==> config.mk <==
export PLATFORM = sky130hd
export DESIGN_NAME = wsram_port_arbiter
export DESIGN_NICKNAME = d
export VERILOG_FILES = /design/src/rtl/wsram_arb_pkg.sv /design/src/rtl/wsram_rr_pick.sv /design/src/rtl/wsram_port_arbiter.sv
export SDC_FILE = /design/constraint.sdc
export NUM_CORES = 1
export LEC_CHECK = 0
export BUFFER_PORTS_ARGS = -buffer_cell sky130_fd_sc_hd__buf_2
export CAP_MARGIN = 20
export CORE_UTILIZATION = 49
export DETAILED_ROUTE_END_ITERATION = 12
export HOLD_SLACK_MARGIN = 0.05
export PLACE_DENSITY = 0.95
export SYNTH_ARGS = -nofsm -noshare
export SYNTH_HDL_FRONTEND = slang
export SYNTH_SLANG_ARGS = --single-unit
==> constraint.sdc <==
create_clock -name i_clk -period 4.85 [get_ports i_clk]
set_clock_uncertainty 0.1 [all_clocks]
set_input_delay 0 -clock i_clk [delete_from_list [all_inputs] [get_ports i_clk]]
set_output_delay 0 -clock i_clk [all_outputs]
set_load 0.005 [all_outputs]
==> src/rtl/wsram_arb_pkg.sv <==
// rtl/wsram_arb_pkg.sv - shared types and constants for the weight SRAM port arbiter
// Purpose: owner tag encoding for the read return path, SRAM read latency, and
//          the width helper for the starvation counter.
// Ports:   none (package)
package wsram_arb_pkg;

  typedef enum logic [1:0] {
    OWN_NONE = 2'd0,
    OWN_DMA  = 2'd1,
    OWN_R0   = 2'd2,
    OWN_R1   = 2'd3
  } owner_e;

  localparam int RAM_RD_LAT = 1;

  // STARVE_W = $clog2(STARVE_MAX+1); a function because STARVE_MAX is a module parameter
  function automatic int starve_w(input int starve_max);
    return $clog2(starve_max + 1);
  endfunction

endpackage

==> src/rtl/wsram_rr_pick.sv <==
// rtl/wsram_rr_pick.sv - 2-way round-robin picker for the two SRAM readers
// Purpose: choose one of two requesters; the pointer only matters when both request.
// Ports:   req_i     [1:0] request vector {r1, r0}
//          ptr_i           current pointer (0 = r0 preferred, 1 = r1 preferred)
//          pick_o    [1:0] one-hot pick {r1, r0}, zero when nobody requests
//          ptr_nxt_o       pointer after the pick (moves to the other reader)
module wsram_rr_pick (
  input  logic [1:0] req_i,
  input  logic       ptr_i,
  output logic [1:0] pick_o,
  output logic       ptr_nxt_o
);

  always_comb begin
    pick_o = 2'b00;
    case (req_i)
      2'b01:   pick_o = 2'b01;
      2'b10:   pick_o = 2'b10;
      2'b11:   pick_o = ptr_i ? 2'b10 : 2'b01;
      default: pick_o = 2'b00;
    endcase
  end

  assign ptr_nxt_o = pick_o[0] ? 1'b1 : (pick_o[1] ? 1'b0 : ptr_i);

endmodule

==> src/rtl/wsram_port_arbiter.sv <==
// rtl/wsram_port_arbiter.sv - req/gnt arbiter sharing one single-port weight SRAM
// Purpose: DMA write path has priority; readers r0/r1 share round-robin; a starvation
//          counter forces a reader grant after STARVE_MAX consecutive DMA wins.
// Ports:   i_clk/i_rst_n            clock, async active-low reset
//          i_dma_*/o_dma_gnt        write requester
//          i_rX_req/addr, o_rX_gnt  read requesters (X = 0, 1)
//          o_rX_rvalid/o_rX_rdata   read return, one cycle after grant
//          o_ram_*/i_ram_rdata      SRAM interface (1-cycle read latency)
//          o_addr_err, o_busy       status
// Option:  WSRAM_ARB_PERF_EN adds i_perf_clr and o_perf_{wr,rd,stall}_cnt.
module wsram_port_arbiter
  import wsram_arb_pkg::*;
#(
  parameter int DW         = 16,
  parameter int AW         = 16,
  parameter int RAM_AW     = 11,
  parameter int STARVE_MAX = 8
) (
  input  logic              i_clk,
  input  logic              i_rst_n,
  input  logic              i_dma_req,
  input  logic [AW-1:0]     i_dma_addr,
  input  logic [DW-1:0]     i_dma_wdata,
  output logic              o_dma_gnt,
  input  logic              i_r0_req,
  input  logic [AW-1:0]     i_r0_addr,
  output logic              o_r0_gnt,
  output logic              o_r0_rvalid,
  output logic [DW-1:0]     o_r0_rdata,
  input  logic              i_r1_req,
  input  logic [AW-1:0]     i_r1_addr,
  output logic              o_r1_gnt,
  output logic              o_r1_rvalid,
  output logic [DW-1:0]     o_r1_rdata,
  output logic              o_ram_cs,
  output logic              o_ram_we,
  output logic [RAM_AW-1:0] o_ram_addr,
  output logic [DW-1:0]     o_ram_wdata,
  input  logic [DW-1:0]     i_ram_rdata,
  output logic              o_addr_err,
  output logic              o_busy
`ifdef WSRAM_ARB_PERF_EN
  ,
  input  logic              i_perf_clr,
  output logic [31:0]       o_perf_wr_cnt,
  output logic [31:0]       o_perf_rd_cnt,
  output logic [31:0]       o_perf_stall_cnt
`endif
);

  localparam int STARVE_W = starve_w(STARVE_MAX);
  localparam logic [STARVE_W-1:0] STARVE_LIM = STARVE_W'(STARVE_MAX);

  logic                rr_ptr_q, rr_ptr_d;
  logic [STARVE_W-1:0] starve_cnt_q, starve_cnt_d;
  owner_e              owner_q, owner_d;
  logic                oor_q;
  logic [RAM_AW-1:0]   addr_hold_q;
  logic [DW-1:0]       wdata_hold_q;
  logic [DW-1:0]       r0_hold_q, r1_hold_q;

  logic        reader_any, starve_hit, dma_win;
  logic [1:0]  pick;
  logic        ptr_nxt;
  logic        rd_gnt, any_gnt, in_range;
  logic [AW-1:0] sel_addr;
  logic [DW-1:0] rd_word;

  assign reader_any = i_r0_req | i_r1_req;
  assign starve_hit = (starve_cnt_q == STARVE_LIM) && reader_any;
  // Grants are held off while reset is asserted so every output reads 0 in reset
  assign dma_win    = i_rst_n & i_dma_req & ~starve_hit;

  wsram_rr_pick u_rr_pick (
    .req_i    ({i_r1_req, i_r0_req} & {2{i_rst_n}}),
    .ptr_i    (rr_ptr_q),
    .pick_o   (pick),
    .ptr_nxt_o(ptr_nxt)
  );

  assign o_dma_gnt = dma_win;
  assign o_r0_gnt  = pick[0] & ~dma_win;
  assign o_r1_gnt  = pick[1] & ~dma_win;
  assign rd_gnt    = o_r0_gnt | o_r1_gnt;
  assign any_gnt   = o_dma_gnt | rd_gnt;

  assign sel_addr = o_dma_gnt ? i_dma_addr : (o_r0_gnt ? i_r0_addr : i_r1_addr);
  assign in_range = (sel_addr[AW-1:RAM_AW] == '0);

  // Out-of-range grants complete without touching the SRAM so the requester never stalls
  assign o_ram_cs    = any_gnt & in_range;
  assign o_ram_we    = o_dma_gnt & in_range;
  assign o_addr_err  = any_gnt & ~in_range;
  assign o_ram_addr  = any_gnt ? sel_addr[RAM_AW-1:0] : addr_hold_q;
  assign o_ram_wdata = o_dma_gnt ? i_dma_wdata : wdata_hold_q;

  assign rd_word     = oor_q ? '0 : i_ram_rdata;
  assign o_r0_rvalid = (owner_q == OWN_R0);
  assign o_r1_rvalid = (owner_q == OWN_R1);
  assign o_r0_rdata  = o_r0_rvalid ? rd_word : r0_hold_q;
  assign o_r1_rdata  = o_r1_rvalid ? rd_word : r1_hold_q;

  assign o_busy = i_rst_n & (i_dma_req | reader_any | (owner_q != OWN_NONE));

  always_comb begin
    rr_ptr_d     = rd_gnt ? ptr_nxt : rr_ptr_q;
    starve_cnt_d = starve_cnt_q;
    if (!reader_any || rd_gnt) begin
      starve_cnt_d = '0;
    end else if (o_dma_gnt && starve_cnt_q != STARVE_LIM) begin
      starve_cnt_d = starve_cnt_q + 1'b1;
    end
    owner_d = o_r0_gnt ? OWN_R0 : (o_r1_gnt ? OWN_R1 : OWN_NONE);
  end

  always_ff @(posedge i_clk or negedge i_rst_n) begin
    if (!i_rst_n) begin
      rr_ptr_q     <= 1'b0;
      starve_cnt_q <= '0;
      owner_q      <= OWN_NONE;
      oor_q        <= 1'b0;
      addr_hold_q  <= '0;
      wdata_hold_q <= '0;
      r0_hold_q    <= '0;
      r1_hold_q    <= '0;
    end else begin
      rr_ptr_q     <= rr_ptr_d;
      starve_cnt_q <= starve_cnt_d;
      owner_q      <= owner_d;
      oor_q        <= ~in_range;
      if (any_gnt)     addr_hold_q  <= o_ram_addr;
      if (o_dma_gnt)   wdata_hold_q <= i_dma_wdata;
      if (o_r0_rvalid) r0_hold_q    <= rd_word;
      if (o_r1_rvalid) r1_hold_q    <= rd_word;
    end
  end

`ifdef WSRAM_ARB_PERF_EN
  logic [31:0] perf_wr_q, perf_rd_q, perf_stall_q;
  logic        stall;

  assign stall = i_rst_n & (i_dma_req | reader_any) & ~any_gnt;

  always_ff @(posedge i_clk or negedge i_rst_n) begin
    if (!i_rst_n) begin
      perf_wr_q    <= '0;
      perf_rd_q    <= '0;
      perf_stall_q <= '0;
    end else if (i_perf_clr) begin
      perf_wr_q    <= '0;
      perf_rd_q    <= '0;
      perf_stall_q <= '0;
    end else begin
      if (o_dma_gnt && perf_wr_q != '1)    perf_wr_q    <= perf_wr_q + 32'd1;
      if (rd_gnt && perf_rd_q != '1)       perf_rd_q    <= perf_rd_q + 32'd1;
      if (stall && perf_stall_q != '1)     perf_stall_q <= perf_stall_q + 32'd1;
    end
  end

  assign o_perf_wr_cnt    = perf_wr_q;
  assign o_perf_rd_cnt    = perf_rd_q;
  assign o_perf_stall_cnt = perf_stall_q;
`endif

endmodule

* Yosys cells after proc, flatten, opt, wreduce, memory -nomap -nowiden
Index checks and enable logic that the tools add are counted.
Storage, ports and cells: register bits 67, bits of input ports 85, output and inout bits 68, word-level logic and storage cells 57
Cells by class: add/subtract/negate cells 1, equal/unequal tests 7, multiplexer cells 15, bitwise operators 17, reduce and logical (&&, ||, !) cells 9
Operators with widths (number):
- $mux 16 | 6
- $mux 11 | 1
- $and 1x1->1 | 8
- $eq 2x2->1 const B | 4
- $mux 4 | 2
- $mux 2 | 3
- $pmux 2 s3 | 1
- $reduce_bool 2->1 | 3
- $logic_not 5->1 | 1
- $or 1x1->1 | 5
- $add 4x1->4 const B | 1
- $eq 4x4->1 const B | 1
- $ne 4x4->1 const B | 1
- $not 1->1 | 3
- $and 2x2->2 | 1
- $eq 2x1->1 const B | 1
- $logic_and 1x1->1 | 2
- $mux 1 | 2
- $reduce_and 2->1 | 1
- $logic_not 1->1 | 1
- $logic_or 1x1->1 | 1

* Depth between registers and ports, before layout
depth after elaboration 11, mapped depth 9, mapped depth without buffers 7

* Modules after synthesis
Synthesis repeated with hierarchy kept, for this count alone.
Second synthesis, totals: cells, all modules 298, area total of the unflattened synthesis 3225.6 um2
Modules (own cells, without submodules):
- wsram_port_arbiter | instances 1, cells an instance 293, area each 3198.1 um2, sequential area each 1676.6 um2
- wsram_rr_pick | instances 1, cells an instance 5, area each 27.5 um2, sequential area each 0.0 um2

* Worst setup path before layout
OpenSTA, ideal clock, no wires.
path kind register to register, from register starve_cnt_q[0], to register wdata_hold_q[10], library setup time 0.130 ns, arrival 1.592 ns, data required time 4.620 ns, setup slack 3.028 ns, stages on the path, launching flop included 10, buffers on the path 2, period minus slack after synthesis 1.822 ns, cell sequence dfrtp_1 inv_1 ha_1 nand2_1 o311ai_4 inv_2 buf_4 buf_2 nand2_1 nand2_1
On the way: cells in the longest elaborated chain, start to end 5
RTL lines:
- start, declared | line wsram_port_arbiter.sv:55 | logic [STARVE_W-1:0] starve_cnt_q, starve_cnt_d;
- start signal, assigned | line wsram_port_arbiter.sv:128 | starve_cnt_q <= starve_cnt_d;
- $eq 4x4->1 | line wsram_port_arbiter.sv:70 | assign starve_hit = (starve_cnt_q == STARVE_LIM) && reader_any;
- $logic_and 1x1->1 | line wsram_port_arbiter.sv:70
- $not 1->1 | line wsram_port_arbiter.sv:72 | assign dma_win = i_rst_n & i_dma_req & ~starve_hit;
- $and 1x1->1 | line wsram_port_arbiter.sv:72
- net o_dma_gnt | line wsram_port_arbiter.sv:24 | output logic o_dma_gnt,
- $mux 16
- net o_ram_wdata[10] | line wsram_port_arbiter.sv:38 | output logic [DW-1:0] o_ram_wdata,
- end signal, assigned | line wsram_port_arbiter.sv:132 | if (o_dma_gnt) wdata_hold_q <= i_dma_wdata;
- end, declared | line wsram_port_arbiter.sv:59 | logic [DW-1:0] wdata_hold_q;
The timed path passes the listed nets, and every way through them passes these cells. A chain may end at the register's enable or synchronous reset.

* Final worst setup path
from register starve_cnt_q[0], to register addr_hold_q[0]
On the way: cells in the longest elaborated chain, start to end 9, elaborated cells on any way between the ends 12, those cells by class 1 x eq/ne; 3 x mux; 7 x bitwise; 1 x reduce/logical
RTL lines:
- $eq 4x4->1 * | line wsram_port_arbiter.sv:70
- $logic_and 1x1->1 * | line wsram_port_arbiter.sv:70
- $not 1->1 * | line wsram_port_arbiter.sv:72
- $and 1x1->1 * | line wsram_port_arbiter.sv:72
- $not 1->1 | line wsram_port_arbiter.sv:82, wsram_port_arbiter.sv:83
- $and 1x1->1, on equally long branches | line wsram_port_arbiter.sv:82, wsram_port_arbiter.sv:83
- $mux 16 or $or 1x1->1 (tied branches) | line wsram_port_arbiter.sv:87, wsram_port_arbiter.sv:84
- $mux 16 or $or 1x1->1 (tied branches) | line wsram_port_arbiter.sv:87, wsram_port_arbiter.sv:85
- $mux 11 | line wsram_port_arbiter.sv:94 | assign o_ram_addr = any_gnt ? sel_addr[RAM_AW-1:0] : addr_hold_q;
- end signal, assigned | line wsram_port_arbiter.sv:131 | if (any_gnt) addr_hold_q <= o_ram_addr;
- end, declared | line wsram_port_arbiter.sv:58 | logic [RAM_AW-1:0] addr_hold_q;
Mark *: on every way between the ends. The rest lies on a longest branch, timed or not.

==> run summary <==
DIE HEIGHT - 80.46 µm
Area Overhead vs Synth - 54.33%
Synth Warn # - 0
ys flop type - dfrtp_1
initial antenna violation count - 0
leakage - 2.421 nW
post-layout min period - 3500 ps
largest net degree at the start of global routing - 40
row count - 28
clk_lat worst skew - 330 ps
FF/Latch Area - 1677 µm²
Vias/cell - 5.384
Final WS setup - 1350 ps
ranking of synthesized cells by area - dfrtp_1 (56%), nand2_1 (11%), o21ai_0 (8.5%), a221oi_2 (4.0%), nand2b_1 (3.5%)
clk slew on worst S/H paths - 80 ps
setup_tns - 0 ps
CP peak stage delay - 600 ps
syn avg cell area - 9.311 µm²
crit path to - addr_hold_q[0]
nature of the critical path startpoint - flop
run status - finished clean
final worst path period share - 0.7216
Initial Utilization - 0.5095
ant diodes - 0
Critical R2R Launch - starve_cnt_q[0]
Max-Cap Viols - 0
dpl ws - 2506 ps
Core Area - 5921 µm²
share of cells above drive strength 1 - 0.3432
PD cells - 319.5 nW/µm²
Num CTS Buffers - 9
Post-synth top cells - nand2_1 (92), dfrtp_1 (67), o21ai_0 (51)
number of global-route vias before repair - 3193
Overflow after GRT - 0
Post-DP Area - 3827 µm²
most frequent cell after synthesis - nand2_1
RSZ-0062 raised after global routing - no
Routed WL per cell - 16.04 µm
post-CTS setup buffers - 0
async set or reset register ratio after synthesis - 1.000
1st-pass router iterations - 5
Synth top area share - 0.5558
Hold Crit Depth - 5
post-synthesis cell count - 324
H-tree depth reported by CTS - 3
syn_nets - 411
Max Fclk - 285.7 MHz
Max VDD drop - 0.2295 mV
final hold violation count - 0
CTS root buffer - clkbuf_8
GRT Overall Usage - 0.3114
Critical-path top delay cell - dlygate4sd3_1
clock sink total - 67
Max clock buf depth - 2
Register-to-Register Path Depth - 10
r2r setup slk - 1350 ps
worst rel slew slack - 0.3981
hpwl dp - 5846 µm
Seq/Total Area, Yosys - 0.5558
DRC viols - 0
flops & latches, synth - 67
Worst setup startpoint - starve_cnt_q[0]
Slew @ Worst Pin - 900.7 ps
Mapped Area - 3017 µm²
first-pass GRT wire length - 14890 µm
CP most frequent cell - dlygate4sd3_1
Die ar. - 6474 µm²
Post-synth EDFFs - 0
Slew Viols, Final - 0
Routed Antenna Nets - 0
FILL cells - 354
Crit Path Class - flop to flop
hold_ws - 100.2 ps
TritonCTS clock tree - yes
crit path DAT - 3620 ps
Worst Path Required - 4970 ps
nets@finish - 624
post-synth cell types - 37
die width - 80.46 µm
worst hold path type - primary input to flop
Final Instance Area - 4656 µm²
IO buf count - 152
vias - 3322
Critical Path Sink Type - flop
# IOs - 153
largest fanout on the critical path - 34
Multi-input gate area - 1236 µm²
DRT Wirelength - 9896 µm
worst reg2reg endpoint - addr_hold_q[0]
final setup violation count - 0
RePlAce Congestion - 0.8287
DR iter-0 viols - 187
worst-path cell chain - inv_1 > ha_1 > nand2_1 > o311ai_4 > buf_4 > inv_2 > a221oi_2 > dlygate4sd3_1 > o21ai_0 > dlygate4sd3_1
area leader, netlist - dfrtp_1
power breakdown:
group	switching [mW]	leakage [nW]	internal (mW)
registers	0.0266	0.851	0.634
clock network	0.217	0.102	0.251
logic	0.186	1.47	0.172
total	0.429	2.42	1.06
critical path, delay by kind of cell (launching register included):
family	cells	cell delay (ps)
and+or+nand+nor	1	100
AOI/OAI and AO/OA	3	620
DFF	1	410
buffers and inverters	5	1980
adders and majority gates	1	150
registers in the layout, summed over array words and instances, names as in the netlist:
register,count
addr_hold_q,11
owner_q,2
wdata_hold_q,16
rr_ptr_q,1
r0_hold_q,16
r1_hold_q,16
starve_cnt_q,4
oor_q,1
kinds of logic after synthesis:
group	count (synthesis)	share of synthesized area
compound gates	81	0.1846
fa+ha+maj	2	0.008294
buf+inv	25	0.03442
flops	67	0.5558
mux	1	0.003318
simple gates	148	0.2136
routing by layer:
metal | GRT usage | wire length (µm) | up-vias
li1 | - | - | 1533
met1 | 0.3513 | 3712 | 1553
met2 | 0.5500 | 5055 | 201
met3 | 0.07159 | 821 | 35
met4 | 0.1500 | 307 | 0
met5 | 0 | 0 | -
per-stage QoR:
| step | power, mW | instances | utilization |
|---|---|---|---|
| CTS | 1.474 | 616 | 0.7838 |
| detailed placement | 0.9619 | 539 | 0.6465 |
| global route | 1.565 | 617 | 0.7863 |
| global placement | 0.9441 | 539 | 0.6465 |
| floorplan | 0.8048 | 324 | - |
| finish | 1.488 | 617 | 0.7863 |
final cells by class:
| class | instances | share of cell area |
|---|---|---|
| repair buffers | 217 | 0.3026 |
| flip-flops and latches | 67 | 0.3601 |
| well taps | 75 | 0.02016 |
| inverters | 10 | 0.008062 |
| clock buffers | 10 | 0.02956 |
| multi-input cells | 232 | 0.2655 |
| clock inverters | 6 | 0.01397 |
worst min path at each step:
stage              startpoint              end
3_5_place_dp          i_rst_n  starve_cnt_q[2]
4_1_cts        i_dma_addr[15]            oor_q
5_1_grt        i_dma_addr[15]            oor_q
2_1_floorplan         i_rst_n   addr_hold_q[0]
6_report       i_dma_addr[15]            oor_q
3_3_place_gp          i_rst_n  starve_cnt_q[2]
layout by cell type, fill, tap and decap left out, drive strengths merged, types with 3 or more instances in the layout:
master	n
a21oi	5
a221oi	12
buf	156
clkbuf	10
clkinv	4
dfrtp	67
dlygate4sd3	61
inv	10
nand2	92
nand2b	17
nor2	22
nor3	4
o21ai	51
o22ai	3
or2	3
or4	3
repair_timing:
item	in CTS	in global routing
hold endpoints to repair	97	0
hold buffers	61	0
gates resized for setup	0	0
Note: power is estimated with default switching activity, not from simulation.
